==> src/rtl/spm_display_ctrl.sv <==
// spm_display_ctrl: latches a signed SPM product, hands its magnitude to an
// external binary-to-BCD converter, captures the BCD result and scans a
// scrollable 4-symbol window (sign + 5 digits) onto a multiplexed 7-seg display.
// Ports:
//   clk, rst                      system clock, synchronous active-high reset
//   prod_valid, prod[15:0]        signed product strobe and value
//   scroll_left, scroll_right     single-cycle window scroll pulses
//   bin_out[14:0]                 registered magnitude to the converter
//   bcd_in[18:0]                  BCD digits from the converter (D4..D0)
//   busy                          high while a product is being captured
//   an[3:0], seg[6:0]             active-low anodes and segments {g..a}
module spm_display_ctrl #(
    parameter int REFRESH_DIV = 100000
) (
    input  logic        clk,
    input  logic        rst,
    input  logic        prod_valid,
    input  logic [15:0] prod,
    input  logic        scroll_left,
    input  logic        scroll_right,
    output logic [14:0] bin_out,
    input  logic [18:0] bcd_in,
    output logic        busy,
    output logic [3:0]  an,
    output logic [6:0]  seg
);

    localparam int CW = $clog2(REFRESH_DIV);
    localparam logic [CW-1:0] CNT_LAST = CW'(REFRESH_DIV - 1);
    localparam logic [6:0] SEG_BLANK = 7'b1111111;
    localparam logic [6:0] SEG_MINUS = 7'b0111111;

    typedef enum logic [1:0] {
        SHOW,
        CAPTURE,
        LOAD
    } state_t;

    state_t          state;
    logic            sign_reg;
    logic            neg_disp;
    logic [4:0][3:0] dig;
    logic [1:0]      offset;
    logic [1:0]      scan;
    logic [CW-1:0]   cnt;

    logic [14:0]     mag;
    logic            nxt_neg;
    logic [4:0][3:0] nxt_dig;
    logic [1:0]      nxt_off;
    logic [4:0]      hide;
    logic [2:0]      sym;
    logic [2:0]      didx;
    logic [3:0]      nib;
    logic [6:0]      nxt_seg;
    logic            lz;

    function automatic logic [6:0] enc(input logic [3:0] d);
        case (d)
            4'd0:    enc = 7'b1000000;
            4'd1:    enc = 7'b1111001;
            4'd2:    enc = 7'b0100100;
            4'd3:    enc = 7'b0110000;
            4'd4:    enc = 7'b0011001;
            4'd5:    enc = 7'b0010010;
            4'd6:    enc = 7'b0000010;
            4'd7:    enc = 7'b1111000;
            4'd8:    enc = 7'b0000000;
            4'd9:    enc = 7'b0010000;
            default: enc = SEG_BLANK;
        endcase
    endfunction

    // Low 15 bits of the two's-complement negation; -32768 wraps to 0 here
    // and is clamped to 32767.
    always_comb begin
        mag = prod[14:0];
        if (prod[15]) begin
            if (prod[14:0] == 15'd0) mag = 15'h7FFF;
            else                     mag = ~prod[14:0] + 15'd1;
        end
    end

    // Next buffer/offset, so the lit slot reflects a load or scroll on the
    // same edge that makes it.
    always_comb begin
        nxt_dig = dig;
        nxt_neg = neg_disp;
        nxt_off = offset;
        if (state == CAPTURE) begin
            nxt_dig = {1'b0, bcd_in};
            nxt_neg = sign_reg && (bin_out != 15'd0);
            nxt_off = 2'd2;
        end else if (state == SHOW && (scroll_left != scroll_right)) begin
            if (scroll_left && offset != 2'd0)  nxt_off = offset - 2'd1;
            if (scroll_right && offset != 2'd2) nxt_off = offset + 2'd1;
        end
    end

    // Leading-zero blanking: Dk hidden when Dk..D4 are all zero (k > 0).
    always_comb begin
        lz = 1'b1;
        hide = 5'b0;
        for (int k = 4; k >= 1; k--) begin
            lz = lz && (nxt_dig[k] == 4'd0);
            hide[k] = lz;
        end
    end

    // an[scan] shows symbol[offset + 3 - scan]; symbol 0 is the sign.
    always_comb begin
        sym = {1'b0, nxt_off} + {1'b0, ~scan};
        didx = 3'd5 - sym;
        nib = 4'd0;
        nxt_seg = SEG_BLANK;
        if (sym == 3'd0) begin
            nxt_seg = nxt_neg ? SEG_MINUS : SEG_BLANK;
        end else if (didx <= 3'd4) begin
            nib = nxt_dig[didx];
            nxt_seg = hide[didx] ? SEG_BLANK : enc(nib);
        end
    end

    always_ff @(posedge clk) begin
        if (rst) begin
            state    <= SHOW;
            busy     <= 1'b0;
            bin_out  <= '0;
            sign_reg <= 1'b0;
            neg_disp <= 1'b0;
            dig      <= '0;
            offset   <= 2'd2;
            scan     <= 2'd0;
            cnt      <= '0;
            an       <= 4'b1111;
            seg      <= SEG_BLANK;
        end else begin
            dig      <= nxt_dig;
            neg_disp <= nxt_neg;
            offset   <= nxt_off;
            an       <= ~(4'b0001 << scan);
            seg      <= nxt_seg;
            if (cnt == CNT_LAST) begin
                cnt  <= '0;
                scan <= scan + 2'd1;
            end else begin
                cnt  <= cnt + CW'(1);
            end
            case (state)
                SHOW: begin
                    if (prod_valid) begin
                        state    <= CAPTURE;
                        busy     <= 1'b1;
                        sign_reg <= prod[15];
                        bin_out  <= mag;
                    end
                end
                CAPTURE: state <= LOAD;
                LOAD: begin
                    state <= SHOW;
                    busy  <= 1'b0;
                end
                default: begin
                    state <= SHOW;
                    busy  <= 1'b0;
                end
            endcase
        end
    end

endmodule

==> config.mk <==
export PLATFORM = sky130hd
export DESIGN_NAME = spm_display_ctrl
export DESIGN_NICKNAME = d
export VERILOG_FILES = /design/src/rtl/spm_display_ctrl.sv
export SDC_FILE = /design/constraint.sdc
export NUM_CORES = 1
export LEC_CHECK = 0
export ABC_CLOCK_PERIOD_IN_PS = 10700
export CORE_ASPECT_RATIO = 1.1
export CORE_UTILIZATION = 29
export DETAILED_ROUTE_END_ITERATION = 8
export GPL_ROUTABILITY_DRIVEN = 0
export PLACE_DENSITY_LB_ADDON = 0.15
export SYNTH_ARGS = -nofsm -noshare
export SYNTH_HDL_FRONTEND = slang
export SYNTH_SLANG_ARGS = --single-unit
==> constraint.sdc <==
create_clock -name clk -period 10.7 [get_ports clk]
set_clock_uncertainty 0.2 [all_clocks]
set_input_delay 2.675 -clock clk [delete_from_list [all_inputs] [get_ports clk]]
set_output_delay 2.675 -clock clk [all_outputs]
set_load 0.05 [all_outputs]
# [Word-level counts from Yosys, hierarchy flattened]
# Memory sizes are Yosys's and may differ from the RTL's.
# Cells that the tools add are included.
[classes] n_bitwise=4 shifts=1 n_lt_le_gt_ge=2 n_addsub=7 n_mux=20 reduce_logical=19 n_eq_ne=5
[op_table] cell="$mux W15" count=2
[op_table] cell="$mux W7" count=4
[op_table] cell="$mux W20" count=1
[op_table] cell="$add A17 B1 Y17 const B" count=1
[op_table] cell="$eq A17 B17 Y1 const B" count=1
[op_table] cell="$logic_not A4 Y1" count=4
[op_table] cell="$add A15 B1 Y15 const B" count=1
[op_table] cell="$logic_not A15 Y1" count=1
[op_table] cell="$not A15 Y15" count=1
[op_table] cell="$reduce_bool A15 Y1" count=1
[op_table] cell="$bmux W4 S3" count=1
[op_table] cell="$mux W2" count=5
[op_table] cell="$logic_and A1 B1 Y1" count=7
[op_table] cell="$add A2 B1 Y2 const B" count=2
[op_table] cell="$lt A3 B4 Y1 const B" count=1
[op_table] cell="$mux W4" count=1
[op_table] cell="$ne A2 B2 Y1 const B" count=2
[op_table] cell="$not A4 Y4" count=1
[op_table] cell="$pmux W2 S2" count=1
[op_table] cell="$reduce_and A2 Y1" count=2
[op_table] cell="$shl A1 B2 Y4 const A" count=1
[op_table] cell="$add A2 B2 Y3" count=1
[op_table] cell="$bmux W1 S3" count=1
[op_table] cell="$le A3 B3 Y1 const B" count=1
[op_table] cell="12 further kinds" count=14
[word_totals] ff_bits=72 mem_bits_ro=112 input_bits=40 n_memories=1
[memory_table] name="(no name shown)" words=16 word_bits=7 read_ports=1 rd_clocked_by_memory_dff=0 wr=0 line="59" source="case (d)"

# [Longest topological paths before layout]
# Gate-level depths: netlist of the first run.
# An unclocked memory read counts as a cell.
[logic_depth] word_depth=14 mapped_depth=21 depth_no_buf=19

# [Worst setup path after synthesis of the first run]
# Ideal clock, no wire load.
[synth_timing] path_type="input -> register" from="input scroll_right" to="register seg[6]" path_stages=18 path_buffers=2 slack_ps=4275 setup_time_ps=124 arrival_time_ps=6101 path_cell_list="nand2b_1 -> nor2_1 -> o21ai_0 -> xnor2_1 -> nor2_1 -> ha_1 -> fa_1 -> clkbuf_1 -> inv_1 -> ha_1 -> clkbuf_1 -> mux4_2 -> nand2_1 -> and3_1 -> inv_1 -> ha_1 -> o31ai_1 -> o31ai_1"
[synth_between] elab_chain_len=12
[synth_lines] element="from (decl)" line="20" source="input logic scroll_right,"
[synth_lines] element="$logic_and A1 B1 Y1 or $ne A1 B1 Y1 (tied branches)" line="96, 94"
[synth_lines] element="$mux W2 or $logic_and A1 B1 Y1 (tied branches)" line="96, 94"
[synth_lines] element="$mux W2 (*)" line="94" source="end else if (state == SHOW && (scroll_left != scroll_right)) begin"
[synth_lines] element="$mux W2 (*)" line="90" source="if (state == CAPTURE) begin"
[synth_lines] element="net nxt_off[0]" line="50" source="logic [1:0] nxt_off;"
[synth_lines] element="$add A2 B2 Y3 (*)" line="112" source="sym = {1'b0, nxt_off} + {1'b0, ~scan};"
[synth_lines] element="$sub A3 B3 Y3" line="113" source="didx = 3'd5 - sym;"
[synth_lines] element="$bmux W4 S3" line="119" source="nib = nxt_dig[didx];"
[synth_lines] element="$mux W4 (not written as such)" line="119"
[synth_lines] element="$mem_v2 Z16 W7"
[synth_lines] element="$mux W7" line="120" source="nxt_seg = hide[didx] ? SEG_BLANK : enc(nib);"
[synth_lines] element="$mux W7" line="118" source="end else if (didx <= 3'd4) begin"
[synth_lines] element="$mux W7 (*)" line="116" source="if (sym == 3'd0) begin"
[synth_lines] element="to (signal assigned)" line="142" source="seg <= nxt_seg;"
[synth_lines] element="to (decl)" line="25" source="output logic [6:0] seg"
# The timed path passes the listed nets; every way through them passes the cells marked *. The select of a mux whose other input is x is not followed.
# A chain may end at the register's enable or synchronous reset.

# [Worst setup path in the final report of the first run]
[layout_timing] from="input scroll_right" to="register seg[3]"
# The elaborated chain is that of the path after synthesis.

==> run_summary.xml, run 1 <==
<?xml version="1.0" encoding="UTF-8"?>
<metrics>
  <group name="outcome">
    <metric name="status" unit="">finished clean</metric>
  </group>
  <group name="layout">
    <metric name="final_cell_count_no_fill" unit="">642</metric>
    <metric name="n_fill_cell" unit="">1322</metric>
    <metric name="share_of_post_route_cells_with_drive_strength_above_1" unit="">0.09485</metric>
    <metric name="n_antenna_cell" unit="">0</metric>
    <metric name="final_nets" unit="">536</metric>
    <metric name="largest_register_ff_count" unit="">20</metric>
    <metric name="max_flop_register" unit="">dig</metric>
    <metric name="post-route-util" unit="">0.3832</metric>
    <metric name="largestRegisters" unit="">dig: 20 flops, cnt: 17 flops, bin_out: 15 flops</metric>
    <metric name="areaGrowthSynthToFinish" unit="%">28.83</metric>
  </group>
  <group name="min_path">
    <metric name="hold_start" unit="">sign_reg</metric>
    <metric name="hold_end" unit="">sign_reg</metric>
    <metric name="timing.hold.worst_path_depth" unit="">2</metric>
    <metric name="worstHoldPathType" unit="">flip-flop to flip-flop</metric>
  </group>
  <group name="sta">
    <metric name="fin_crit_sh" unit="">0.6403</metric>
    <metric name="setup_tns" unit="ns">0</metric>
    <metric name="finalSetupViolCount" unit="">0</metric>
    <metric name="maxSlewViolCount" unit="">0</metric>
    <metric name="timing.final.ws_setup" unit="ns">3.848</metric>
    <metric name="timing.max_slew.rel_slack" unit="">0.3474</metric>
    <metric name="hold_viol_final" unit="">0</metric>
    <metric name="max_clock_freq" unit="MHz">146.0</metric>
    <metric name="worst_slew_pin_slew" unit="ns">0.9758</metric>
    <metric name="grt_setup_unrepaired" unit="">false</metric>
    <metric name="layout_min_cycle_time" unit="ns">6.852</metric>
  </group>
  <group name="route">
    <metric name="detail_route.iter0.violations" unit="">144</metric>
    <metric name="drt-vias-per-instance" unit="">4.838</metric>
    <metric name="detailed_router_iteration_count_before_antenna_repair" unit="">4</metric>
    <metric name="drt.antenna.violating_nets" unit="">0</metric>
    <metric name="detail_route.wirelength" unit="mm">9.274</metric>
    <metric name="drc" unit="">0</metric>
    <metric name="wl_per_cell" unit="µm">14.45</metric>
    <metric name="vias" unit="">3106</metric>
  </group>
  <group name="cts">
    <metric name="cts.root.buffer_cell" unit="">clkbuf_16</metric>
    <metric name="cts_num_sinks" unit="">72</metric>
    <metric name="path_clk_slew" unit="ns">0.06</metric>
    <metric name="insertion_delay" unit="ns">0.34</metric>
    <metric name="cts_buffers" unit="">9</metric>
    <metric name="clk_path_buf_depth" unit="">2</metric>
    <metric name="post_cts.resized_instances" unit="">0</metric>
    <metric name="cts_setup_buffers" unit="">0</metric>
    <metric name="cts-hold-fix-buffers" unit="">0</metric>
    <metric name="h-tree-depth" unit="">3</metric>
    <metric name="cts_tree" unit="">done</metric>
  </group>
  <group name="worst_setup_path">
    <metric name="worstPathMaxFanout" unit="">11</metric>
    <metric name="reg2reg_slack" unit="ns">5.91</metric>
    <metric name="cpPeakStageDelay" unit="ns">0.67</metric>
    <metric name="worstReg2RegStart" unit="">state[1]</metric>
    <metric name="path_class" unit="">input port to flip-flop</metric>
    <metric name="crit-reg2reg-capture" unit="">seg[3]</metric>
    <metric name="arrival_time_of_data_at_the_critical_path_endpoint" unit="ns">6.89</metric>
    <metric name="cp-end-kind" unit="">flip-flop</metric>
    <metric name="required_time_at_the_worst_slack_endpoint" unit="ns">10.74</metric>
    <metric name="cell_type_of_the_slowest_stage_on_the_worst_timing_path" unit="">fa_1</metric>
    <metric name="crit_path_cell_trace" unit="">clkdlybuf4s50_1 -&gt; nand2b_1 -&gt; nor2_1 -&gt; o21ai_0 -&gt; xnor2_1 -&gt; nor2_1 -&gt; ha_1 -&gt; fa_1 -&gt; inv_1 -&gt; ha_1 -&gt; nand2_1 -&gt; a311o_1 -&gt; o211ai_1 -&gt; inv_1 -&gt; ha_1 -&gt; nor3b_1 -&gt; o31ai_1</metric>
    <metric name="worstPathBufferInverterCount" unit="">3</metric>
    <metric name="worstRegToRegCells" unit="">12</metric>
    <metric name="timing.critical_path.max_delay_family" unit="">adder cells</metric>
    <metric name="worstSetupStartpointType" unit="">input port</metric>
    <metric name="worst_path_most_repeated_cell" unit="">ha_1</metric>
  </group>
  <group name="global_route">
    <metric name="grt_pass1_vias" unit="">3182</metric>
    <metric name="final_global_route_overflow_total" unit="">0</metric>
    <metric name="global_route_wire_length_before_repair" unit="mm">15.40</metric>
    <metric name="grt_antenna_before_repair" unit="">0</metric>
    <metric name="grt_max_degree" unit="">53</metric>
    <metric name="grtUsageTotal" unit="">0.1511</metric>
  </group>
  <group name="floorplanning">
    <metric name="die_w" unit="µm">110.4</metric>
    <metric name="initial_utilization" unit="">0.2975</metric>
    <metric name="die_y" unit="µm">121.2</metric>
    <metric name="dieArea" unit="µm²">13370</metric>
    <metric name="std_cell_rows" unit="">43</metric>
    <metric name="core" unit="µm²">12590</metric>
    <metric name="top_level_ports" unit="">67</metric>
  </group>
  <group name="placed_design">
    <metric name="preCtsSetupSlack" unit="ns">3.548</metric>
    <metric name="placedCellCount" unit="">626</metric>
    <metric name="place_hpwl" unit="mm">6.462</metric>
    <metric name="numPortBuffers" unit="">66</metric>
  </group>
  <group name="power">
    <metric name="power.static_leakage" unit="nW">1.778</metric>
    <metric name="power.density" unit="nW/µm²">190.8</metric>
    <metric name="vdd.ir_drop.worst" unit="mV">0.1159</metric>
    <metric name="finalPower" unit="µW">920.7</metric>
  </group>
  <group name="yosys">
    <metric name="ff_latch_count_synth" unit="">72</metric>
    <metric name="yosys.cell_types.count" unit="">54</metric>
    <metric name="syn_inst" unit="">424</metric>
    <metric name="total_number_of_yosys_warnings" unit="">0</metric>
    <metric name="synth-edff-count" unit="">0</metric>
    <metric name="mappedNetlistArea" unit="µm²">3745</metric>
    <metric name="synth.yosys.seq_area_share" unit="">0.3849</metric>
    <metric name="postSynth.asyncResetShare" unit="">0</metric>
    <metric name="synth_nets" unit="">480</metric>
    <metric name="ys_dominant_reg_cell" unit="">dfxtp_1</metric>
    <metric name="syn-mean-instance-area" unit="µm²">8.832</metric>
  </group>
  <group name="job">
    <metric name="cap_violations" unit="">0</metric>
  </group>
</metrics>
cell families after synthesis:
family                   Yosys count  synth area share
buffers and inverters             38           0.04878
AND/OR/NAND/NOR                  182            0.2492
AO/OA/AOI/OAI                     72            0.1437
flip-flops                        72            0.3849
adder cells (fa/ha/maj)           16           0.05546
XOR/XNOR                          30           0.07016
multiplexers                      14           0.04778
area by class of cell:
class	count	area [µm²]	area share
Clock buffer	10	229.0	0.04746
Clock inverter	6	107.6	0.02230
Inverter	15	56.30	0.01167
Multi-Input combinational cell	314	2123	0.4401
Sequential cell	72	1441	0.2988
Tap cell	157	196.4	0.04072
Timing Repair Buffer	68	670.6	0.1390
through the flow:
stage          hold WS [ns]  instance area, µm²
6_report             0.2546                4825
5_1_grt              0.2707                4825
4_1_cts              0.2503                4825
3_5_place_dp         0.2423                4488
3_3_place_gp         0.2378                4488
2_1_floorplan        0.2286                3745
worst max path at each step:
stage	end	cells after the start	startpoint
2_1_floorplan	seg[6]	18	scroll_right
6_report	seg[3]	17	scroll_right
5_1_grt	seg[3]	17	scroll_right
3_5_place_dp	seg[3]	17	scroll_right
4_1_cts	seg[3]	17	scroll_right
3_3_place_gp	seg[3]	17	scroll_right
cells in the final DEF, fill, tap and decap left out, drive strengths merged, types with 3 or more instances in the layout:
cell           count
xnor2             10
mux4               3
nand3             11
nor2              53
and3               7
o21ai              7
nand2             47
mux2i             10
nor4               8
or3                3
nor3              17
nor3b              4
clkbuf            10
dfxtp             72
nor2b              5
o41ai              3
xor2              20
bufinv             3
nand4              4
buf                3
inv               15
a21oi             21
o211ai             3
a311o              3
clkdlybuf4s50     65
or2                3
ha                15
a211oi            16
o31ai             13
nand2b             9
worst min-delay path, cell delays in order (launching register included):
cell and delay (ns):
dfxtp_1 0.31, nand2_1 0.05, a21oi_1 0.05
report_power, final:
| part | switching, mW | internal [mW] |
|---|---|---|
| clock | 0.114 | 0.227 |
| sequential | 0.0116 | 0.292 |
| combinational | 0.172 | 0.104 |
synthesized netlist by cell type, drive strengths merged (2+ instances only):
master,count,area share
a211oi,16,0.045
a21oi,21,0.028
a311o,3,0.0080
and2,2,0.0033
and3,7,0.013
and3b,2,0.0047
buf,11,0.022
clkbuf,12,0.012
dfxtp,72,0.38
ha,15,0.050
inv,15,0.015
mux2i,10,0.027
mux4,3,0.018
nand2,47,0.047
nand2b,9,0.015
nand3,11,0.015
nand3b,2,0.0040
nand4,4,0.0067
nor2,53,0.053
nor2b,5,0.010
nor3,17,0.032
nor3b,4,0.0080
nor4,8,0.015
o211ai,3,0.0060
o21ai,7,0.0094
o31ai,13,0.026
o41ai,3,0.0070
or2,3,0.0050
or3,3,0.0050
or4,2,0.0040
or4b,2,0.0053
xnor2,10,0.023
xor2,20,0.047
metal layers:
layer | vias up | part of all wire | global-route usage | wire, µm
li1 | 1601 | - | - | -
met1 | 1420 | 0.49 | 0.1965 | 4563
met2 | 67 | 0.44 | 0.2314 | 4076
met3 | 18 | 0.038 | 0.02793 | 354
met4 | 0 | 0.030 | 0.08717 | 280
met5 | - | 0 | 0 | 0
No activity file was read; power rests on OpenSTA's default activity.
==> run 2: changes to the inputs <==
ABC_CLOCK_PERIOD_IN_PS = 6420   (was 10700)
clock period = 6.42 ns   (was 10.7 ns; I/O delays follow)
==> run 2 against run 1 <==
Sequential power up 67%. Power increased by 60%. Clock power up 48%. Clock-buffer cell count is 2 higher. Critical path depth is the same. Highest routed layer unchanged. Flip-flop and latch count stayed put.
==> run_summary.xml, run 2 (synthesized netlist as in run 1, its figures left out) <==
<?xml version="1.0" encoding="UTF-8"?>
<metrics>
  <group name="floorplanning">
    <metric name="core" unit="µm²">12590</metric>
    <metric name="die_w" unit="µm">110.4</metric>
    <metric name="dieArea" unit="µm²">13370</metric>
    <metric name="top_level_ports" unit="">67</metric>
    <metric name="die_y" unit="µm">121.2</metric>
    <metric name="std_cell_rows" unit="">43</metric>
    <metric name="initial_utilization" unit="">0.2975</metric>
  </group>
  <group name="power">
    <metric name="vdd.ir_drop.worst" unit="mV">0.2023</metric>
    <metric name="power.static_leakage" unit="nW">1.760</metric>
    <metric name="portion_of_total_power_attributed_to_sequential_cells" unit="">0.344</metric>
    <metric name="power.internal" unit="µW">974.2</metric>
    <metric name="power.net_switching" unit="µW">496.5</metric>
    <metric name="power.density" unit="nW/µm²">306.6</metric>
    <metric name="finalPower" unit="mW">1.471</metric>
    <metric name="power.combinational.fraction" unit="">0.314</metric>
    <metric name="switching_share" unit="">0.3376</metric>
    <metric name="clock_power_share" unit="">0.342</metric>
  </group>
  <group name="route">
    <metric name="drt.antenna.violating_nets" unit="">0</metric>
    <metric name="vias" unit="">3108</metric>
    <metric name="detailed_router_iteration_count_before_antenna_repair" unit="">4</metric>
    <metric name="detail_route.wirelength" unit="mm">9.226</metric>
    <metric name="detail_route.iter0.violations" unit="">141</metric>
    <metric name="drc" unit="">0</metric>
    <metric name="drt-vias-per-instance" unit="">4.834</metric>
    <metric name="wl_per_cell" unit="µm">14.35</metric>
  </group>
  <group name="sta">
    <metric name="hold_viol_final" unit="">0</metric>
    <metric name="finalSetupViolCount" unit="">0</metric>
    <metric name="fin_crit_sh" unit="">0.8833</metric>
    <metric name="grt_setup_unrepaired" unit="">false</metric>
    <metric name="max_clock_freq" unit="MHz">176.3</metric>
    <metric name="timing.final.ws_setup" unit="ns">0.7493</metric>
    <metric name="timing.max_slew.rel_slack" unit="">0.3370</metric>
    <metric name="worst_slew_pin_slew" unit="ns">0.9914</metric>
    <metric name="maxSlewViolCount" unit="">0</metric>
    <metric name="layout_min_cycle_time" unit="ns">5.671</metric>
    <metric name="setup_tns" unit="ns">0</metric>
  </group>
  <group name="layout">
    <metric name="layout.cells.most_common_list" unit="">dfxtp_1 (72), clkdlybuf4s50_1 (65), nor2_1 (53), nand2_1 (47), a21oi_1 (21)</metric>
    <metric name="largestRegisters" unit="">dig: 20 flops, cnt: 17 flops, bin_out: 15 flops</metric>
    <metric name="n_antenna_cell" unit="">0</metric>
    <metric name="max_flop_register" unit="">dig</metric>
    <metric name="mostFrequentLayoutCell" unit="">dfxtp_1</metric>
    <metric name="largest_register_ff_count" unit="">20</metric>
    <metric name="areaGrowthSynthToFinish" unit="%">28.07</metric>
    <metric name="n_fill_cell" unit="">1327</metric>
    <metric name="final_nets" unit="">537</metric>
    <metric name="final_design_area_no_fill" unit="µm²">4796</metric>
    <metric name="share_of_post_route_cells_with_drive_strength_above_1" unit="">0.09465</metric>
  </group>
  <group name="outcome">
    <metric name="status" unit="">finished clean</metric>
  </group>
  <group name="placed_design">
    <metric name="placedInstanceArea" unit="µm²">4496</metric>
    <metric name="place_hpwl" unit="mm">6.498</metric>
    <metric name="preCtsSetupSlack" unit="ns">0.4245</metric>
    <metric name="numPortBuffers" unit="">66</metric>
  </group>
  <group name="cts">
    <metric name="cts_buffers" unit="">9</metric>
    <metric name="cts_tree" unit="">done</metric>
    <metric name="clk_path_buf_depth" unit="">2</metric>
    <metric name="cts_num_sinks" unit="">72</metric>
    <metric name="h-tree-depth" unit="">3</metric>
    <metric name="cts_setup_buffers" unit="">0</metric>
    <metric name="cts.root.buffer_cell" unit="">clkbuf_16</metric>
    <metric name="path_clk_slew" unit="ns">0.05</metric>
    <metric name="insertion_delay" unit="ns">0.34</metric>
    <metric name="cts-hold-fix-buffers" unit="">0</metric>
    <metric name="post_cts.resized_instances" unit="">0</metric>
  </group>
  <group name="min_path">
    <metric name="hold_start" unit="">dig[0]</metric>
    <metric name="timing.hold.worst_path_depth" unit="">2</metric>
    <metric name="hold_end" unit="">dig[0]</metric>
    <metric name="worstHoldPathType" unit="">flip-flop to flip-flop</metric>
  </group>
  <group name="worst_setup_path">
    <metric name="worstSetupStartpointType" unit="">input port</metric>
    <metric name="arrival_time_of_data_at_the_critical_path_endpoint" unit="ns">5.72</metric>
    <metric name="worstPathMaxFanout" unit="">11</metric>
    <metric name="required_time_at_the_worst_slack_endpoint" unit="ns">6.47</metric>
    <metric name="path_class" unit="">input port to flip-flop</metric>
    <metric name="crit-reg2reg-capture" unit="">seg[3]</metric>
    <metric name="worstRegToRegCells" unit="">12</metric>
    <metric name="cp-end-kind" unit="">flip-flop</metric>
    <metric name="reg2reg_slack" unit="ns">1.68</metric>
    <metric name="worstReg2RegStart" unit="">state[1]</metric>
  </group>
  <group name="global_route">
    <metric name="grt_pass1_vias" unit="">3063</metric>
    <metric name="final_global_route_overflow_total" unit="">0</metric>
    <metric name="global_route_wire_length_before_repair" unit="mm">14.91</metric>
    <metric name="grt_antenna_before_repair" unit="">0</metric>
    <metric name="grtUsageTotal" unit="">0.1473</metric>
    <metric name="grt_max_degree" unit="">53</metric>
  </group>
  <group name="job">
    <metric name="cap_violations" unit="">0</metric>
  </group>
</metrics>
## run 2: metal layers
metal  vias up  track usage  routed length [µm]
met2        70       0.2170                4098
met5         -            0                   0
met3        15      0.03652                 449
met4         0      0.07730                 237
li1       1597            -                   -
met1      1426       0.1961                4441
## run 2: final cells by class
type	instances	area, µm²	share of cell area
clock buffers	12	246.5	0.05140
clock inverters	4	53.80	0.01122
inverters	15	56.30	0.01174
multi-input cells	314	2123	0.4427
flip-flops and latches	72	1441	0.3005
well taps	157	196.4	0.04096
repair buffers	69	678.2	0.1414
## run 2: critical path: stages
cell and delay [ns]:
clkdlybuf4s50_1 0.42, nand2b_1 0.11, nor2_1 0.04, o21ai_0 0.31, xnor2_1 0.19, nor2_1 0.07
ha_1 0.19, fa_1 0.67, inv_1 0.12, ha_1 0.49, nand2_1 0.20, a311o_1 0.31
o211ai_1 0.19, inv_1 0.15, ha_1 0.31, nor3b_1 0.14, o31ai_1 0.19
## run 2: worst max path at each step
stage                 startpoint     end  slack [ns]
floorplan           scroll_right  seg[6]        1.06
global placement    scroll_right  seg[3]        0.50
detailed placement  scroll_right  seg[3]        0.42
CTS                 scroll_right  seg[3]        0.77
global route         scroll_left  seg[6]        0.41
finish              scroll_right  seg[3]        0.75
## run 2: stage by stage
step           cells  hold WS (ns)    util
2_1_floorplan    424        0.2286       -
3_3_place_gp     627        0.2391  0.3571
3_5_place_dp     627        0.2423  0.3571
4_1_cts          643        0.2506  0.3809
5_1_grt          643        0.2687  0.3809
6_report         643        0.2520  0.3809
## run 2: power by group through the flow
stage,clock [mW],sequential (mW),combinational (mW)
6_report,0.504,0.506,0.461
5_1_grt,0.541,0.511,0.500
2_1_floorplan,0,0.614,0.229
3_5_place_dp,0,0.516,0.461
4_1_cts,0.519,0.506,0.463
3_3_place_gp,0,0.516,0.460
==> run 3: changes to the inputs <==
CTS_CLUSTER_SIZE = 12   (was unset)
==> results of run 3 <==
Final layout, timing and power as in run 2 (identical DEF).
